## src/rtl/pll_phase_ctrl.sv

```systemverilog
// Phase-step sequencer and lock qualifier for the ECP5 EHXPLLL dynamic phase interface.
// Drives PHASESEL/PHASEDIR/PHASESTEP with fixed setup/pulse/settle timing and debounces LOCK.
module pll_phase_ctrl #(
    parameter int unsigned SETUP_CYCLES       = 4,
    parameter int unsigned PULSE_CYCLES       = 4,
    parameter int unsigned SETTLE_CYCLES      = 16,
    parameter int unsigned LOCK_STABLE_CYCLES = 1024,
    parameter int unsigned STEP_W             = 8
) (
    input  logic              clk,
    input  logic              reset,
    input  logic              req_valid,
    output logic              req_ready,
    input  logic [1:0]        req_sel,
    input  logic              req_dir,
    input  logic [STEP_W-1:0] req_steps,
    output logic              busy,
    output logic              done,
    output logic              aborted,
    output logic [1:0]        pll_phasesel,
    output logic              pll_phasedir,
    output logic              pll_phasestep,
    input  logic              pll_locked,
    output logic              lock_ok,
    output logic              sys_reset,
    output logic [7:0]        lock_loss_cnt
);

    localparam int unsigned MaxPhase = (SETUP_CYCLES > PULSE_CYCLES) ?
        ((SETUP_CYCLES > SETTLE_CYCLES) ? SETUP_CYCLES : SETTLE_CYCLES) :
        ((PULSE_CYCLES > SETTLE_CYCLES) ? PULSE_CYCLES : SETTLE_CYCLES);
    localparam int unsigned CW = $clog2(MaxPhase + 1);
    localparam int unsigned LW = $clog2(LOCK_STABLE_CYCLES + 1);

    typedef enum logic [2:0] {StIdle, StSetup, StPulse, StSettle, StDone} state_e;

    state_e            state_q, state_d;
    logic [CW-1:0]     cyc_q, cyc_d;
    logic [STEP_W-1:0] rem_q, rem_d;
    logic [1:0]        sel_q, sel_d;
    logic              dir_q, dir_d;
    logic              abort_d;
    logic              done_q, aborted_q, busy_q, step_q;
    logic [1:0]        sync_q;
    logic              locked_s;
    logic [LW-1:0]     stab_q, stab_d;
    logic              lock_ok_q, lock_ok_d;
    logic [7:0]        loss_q, loss_d;
    logic              active;

    assign locked_s = sync_q[1];

    always_comb begin
        stab_d    = stab_q;
        lock_ok_d = lock_ok_q;
        loss_d    = loss_q;
        if (!locked_s) begin
            stab_d    = '0;
            lock_ok_d = 1'b0;
        end else if (!lock_ok_q) begin
            stab_d = stab_q + LW'(1);
            if (stab_q == LW'(LOCK_STABLE_CYCLES - 1)) begin
                lock_ok_d = 1'b1;
            end
        end
        if (lock_ok_q && !lock_ok_d && loss_q != 8'hff) begin
            loss_d = loss_q + 8'd1;
        end
    end

    assign active = (state_q == StSetup) || (state_q == StPulse) || (state_q == StSettle);

    always_comb begin
        state_d = state_q;
        cyc_d   = cyc_q;
        rem_d   = rem_q;
        sel_d   = sel_q;
        dir_d   = dir_q;
        abort_d = 1'b0;
        unique case (state_q)
            StIdle: begin
                if (req_valid && req_ready) begin
                    sel_d   = req_sel;
                    dir_d   = req_dir;
                    rem_d   = req_steps;
                    cyc_d   = '0;
                    state_d = (req_steps == '0) ? StDone : StSetup;
                end
            end
            StSetup: begin
                if (cyc_q == CW'(SETUP_CYCLES - 1)) begin
                    cyc_d   = '0;
                    state_d = StPulse;
                end else begin
                    cyc_d = cyc_q + CW'(1);
                end
            end
            StPulse: begin
                if (cyc_q == CW'(PULSE_CYCLES - 1)) begin
                    cyc_d   = '0;
                    rem_d   = rem_q - STEP_W'(1);
                    state_d = StSettle;
                end else begin
                    cyc_d = cyc_q + CW'(1);
                end
            end
            StSettle: begin
                if (cyc_q == CW'(SETTLE_CYCLES - 1)) begin
                    cyc_d   = '0;
                    state_d = (rem_q != '0) ? StPulse : StDone;
                end else begin
                    cyc_d = cyc_q + CW'(1);
                end
            end
            StDone:  state_d = StIdle;
            default: state_d = StIdle;
        endcase
        // Also catches a lock that dropped on the very edge a request was accepted.
        if (active && !lock_ok_d) begin
            state_d = StDone;
            abort_d = 1'b1;
            cyc_d   = '0;
            rem_d   = '0;
        end
    end

    always_ff @(posedge clk or posedge reset) begin
        if (reset) begin
            sync_q    <= '0;
            stab_q    <= '0;
            lock_ok_q <= 1'b0;
            loss_q    <= '0;
            state_q   <= StIdle;
            cyc_q     <= '0;
            rem_q     <= '0;
            sel_q     <= '0;
            dir_q     <= 1'b0;
            done_q    <= 1'b0;
            aborted_q <= 1'b0;
            busy_q    <= 1'b0;
            step_q    <= 1'b1;
        end else begin
            sync_q    <= {sync_q[0], pll_locked};
            stab_q    <= stab_d;
            lock_ok_q <= lock_ok_d;
            loss_q    <= loss_d;
            state_q   <= state_d;
            cyc_q     <= cyc_d;
            rem_q     <= rem_d;
            sel_q     <= sel_d;
            dir_q     <= dir_d;
            done_q    <= (state_d == StDone);
            aborted_q <= abort_d;
            busy_q    <= (state_d != StIdle);
            step_q    <= (state_d != StPulse);
        end
    end

    assign req_ready     = lock_ok_q & (state_q == StIdle);
    assign sys_reset     = ~lock_ok_q;
    assign lock_ok       = lock_ok_q;
    assign lock_loss_cnt = loss_q;
    assign busy          = busy_q;
    assign done          = done_q;
    assign aborted       = aborted_q;
    assign pll_phasesel  = sel_q;
    assign pll_phasedir  = dir_q;
    assign pll_phasestep = step_q;

endmodule

```

## config.mk

```make
export PLATFORM = sky130hd
export DESIGN_NAME = pll_phase_ctrl
export DESIGN_NICKNAME = d
export VERILOG_FILES = /design/src/rtl/pll_phase_ctrl.sv
export SDC_FILE = /design/constraint.sdc
export NUM_CORES = 1
export LEC_CHECK = 0
export BUFFER_PORTS_ARGS = -buffer_cell sky130_fd_sc_hd__buf_2
export CORE_AREA = 4 4 87 73
export CTS_BUF_LIST = sky130_fd_sc_hd__clkbuf_8
export CTS_CLUSTER_SIZE = 12
export DETAILED_ROUTE_END_ITERATION = 8
export DIE_AREA = 0 0 91 77
export HOLD_SLACK_MARGIN = 0.02
export PLACE_DENSITY_LB_ADDON = 0.05
export SLEW_MARGIN = 20
export SYNTH_ARGS = -nofsm -noshare
export SYNTH_HDL_FRONTEND = slang
export SYNTH_SLANG_ARGS = --single-unit
```

## constraint.sdc

```tcl
create_clock -name clk -period 1.8 [get_ports clk]
set_input_delay 0.18 -clock clk [delete_from_list [all_inputs] [get_ports clk]]
set_output_delay 0.18 -clock clk [all_outputs]
set_load 0.05 [all_outputs]
```

==> results.toml <==
[synthesis]
yosys_warnings = 0
yosysTopAreaCell = "dfrtp_1"
synthCells = 232
ys_ff_latch = 45
yosysTopAreaCellShare_pct = 46.07
yosysSeqAreaShare_pct = 47.17
synth_edf_count = 0
async_reset_ff_share_pct = 100.0
netlist_top_cells_area = "dfrtp_1, xnor2_1, nand2_1"
synth-main-ff-cell = "dfrtp_1"
avgSynthCellArea_um2 = 10.30
syn_nets = 254
yosysUniqueCellTypes = 48
synth.cell_area_um2 = 2390

[outcome]
violations = "negative setup slack"
status = "complete, but fails checks"

[route]
firstDrtPassIters = 4
drt_iter0_drc = 86
num_vias = 1911
vias_per_cell = 5.193
drc = 0
antenna_left = 0
wirelength_mm = 5.174
wl_per_cell_um = 14.06

[power_and_ir_drop]
power.density_nw_per_um2 = 581.1
ir_drop_uv = 308.1
leakagePower_nw = 1.545
totalPowerFinal_w = 0.001784

[clocking]
clk_pin_slew_ns = 0.08
cts_root_buf = "clkbuf_8"
cts_tree = "yes"
clockBufferDepth = 2
cts_buffers = 5
clkSinkCount = 45
cts_max_level = 2
clkLatencyLatePin_ns = 0.29

[cells_and_area]
mostFrequentLayoutCells = "dfrtp_1, buf_4, buf_2"
final_core_util_pct = 56.81
design_area_um2 = 3070
syn_to_final_growth_pct = 28.48
drive_gt1_share_pct = 35.31
diodes = 0
final_common_cell = "dfrtp_1"
filler_cell_count = 496
nNetsFinal = 324

[timing]
setup-violations-final = 2
hold_viol = 0
fmax_mhz = 549.5
fin_skew_ns = 0.005006
rsz0062_at_grt = "yes"
slew_headroom_pct = 68.67
period_share_pct = 101.1
worstMarginPinSlew_ns = 0.4692
worst_slack_ns = -0.01968
min_period_ns = 1.820
slew_viol_final = 0

[grt]
antenna_found_initial = 0
met1_usage_pct = 23.06
met3_usage_pct = 3.523
grt_start_max_net_pins = 24
first_global_vias = 1930
grt_overflow = 0
grt_pass1_wl_mm = 9.087
grt_use_met2_pct = 23.81
top_usage_layer = "met2"
track_usage_pct = 15.86

[job]
maxCapViolations = 0

[floorplan]
initial_core_util_pct = 44.21
die_h_um = 77
rows = 24
die_w_um = 91
dieArea_um2 = 7007
pin_count = 33
core_area_um2 = 5405

[placed_design]
dpl_cell_area_um2 = 2892
portBuffers = 32
hpwl_mm = 4.000
place_ws_ns = -0.08150
gp_congestion = 0.7911

[critical_path]
reg2reg_depth = 6
critPathLaunchType = "flop"
rr_endpoint = "cyc_q[2]"
worstPathMaxFanout = 5
crit_start = "cyc_q[1]"
endpoint_kind = "flop"
r2r_start = "cyc_q[1]"
worstPathRequired_ns = 1.99
critPathKind = "reg2reg"
crit_arrival_ns = 2.01
r2r_setup_slack_ns = -0.02

[min_path]
hold_depth = 2
hold_class = "in2reg"
hold_start = "req_sel[1]"
holdPathEnd = "pll_phasesel[1]"
metrics by stage:
step | cells | hold WS [ns] | TNS, ns
2_1_floorplan | 232 | 0.2114 | -0.1803
3_3_place_gp | 356 | 0.2308 | -0.008805
3_5_place_dp | 356 | 0.2270 | -0.1280
4_1_cts | 367 | 0.1068 | -0.08197
5_1_grt | 368 | 0.1123 | -0.9137
6_report | 368 | 0.1199 | -0.02989
worst max-delay path, cell delays in order (launching register included):
cell	delay, ns
dfrtp_1	0.39
ha_4	0.17
or4b_4	0.47
o211a_1	0.24
o211ai_2	0.19
o21ai_1	0.08
a21o_1	0.18
Yosys cell counts, drive strengths merged, types with 6 or more instances:
cell    n
and2    9
nand3   6
a21oi   8
nor2   10
inv    11
ha      7
nand4   8
nand2  27
and3    6
dfrtp  44
o21ai  14
xnor2  17
nor3    9
final cells by class:
cell class,count,area (um^2),area share [%]
multi-input cells,170,1259,40.99
flip-flops and latches,45,1135,36.96
repair buffers,69,446.7,14.55
clock buffers,7,96.34,3.138
well taps,65,81.33,2.649
inverters,11,47.55,1.548
clock inverters,1,5.005,0.1630
repair_timing:
item,4_1_cts,5_1_grt
endpoints found under the hold margin,21,0
hold buffers,2,0
buffers inserted,1,1
resized for setup,7,7
pin swaps,4,4
endpoints found under the setup margin,12,16
power breakdown:
group	switching (W)	total [W]	internal (W)
logic	0.0000448	0.0000803	0.0000354
registers	0.00000516	0.00102	0.00102
clock network	0.000334	0.000681	0.000347
how the worst max path moves through the flow:
| stage | end | slack (ns) | cells after the start |
|---|---|---|---|
| 3_5_place_dp | cyc_q[2] | -0.08 | 6 |
| 4_1_cts | cyc_q[2] | -0.06 | 6 |
| 2_1_floorplan | lock_loss_cnt[1] | -0.08 | 4 |
| 3_3_place_gp | cyc_q[2] | -0.006 | 6 |
| 5_1_grt | rem_q[4] | -0.13 | 5 |
| 6_report | cyc_q[2] | -0.02 | 6 |
metal layers:
layer  vias to the layer above  part of all wire, %
li1                        958                    -
met1                       913                   51
met2                        35                   44
met3                         5                  4.3
met4                         0                 0.66
met5                         -                    0
registers in the layout, summed over array words and instances (netlist names):
signal,flops
aborted,1
busy,1
cyc_q,5
done,1
lock_loss_cnt,8
lock_ok,1
pll_phasedir,1
pll_phasesel,2
pll_phasestep,1
rem_q,8
stab_q,11
state_q,3
sync_q,2
kinds of logic after synthesis:
kind of cell    after synthesis  synth area share [%]
compound gates               39                 11.73
xor+xnor                     22                 8.063
fa+ha+maj                     7                 3.665
buf+inv                      17                 2.880
flops                        45                 47.17
mux                           9                 4.031
simple gates                 93                 22.46
Power figures use the tool's default switching activity.
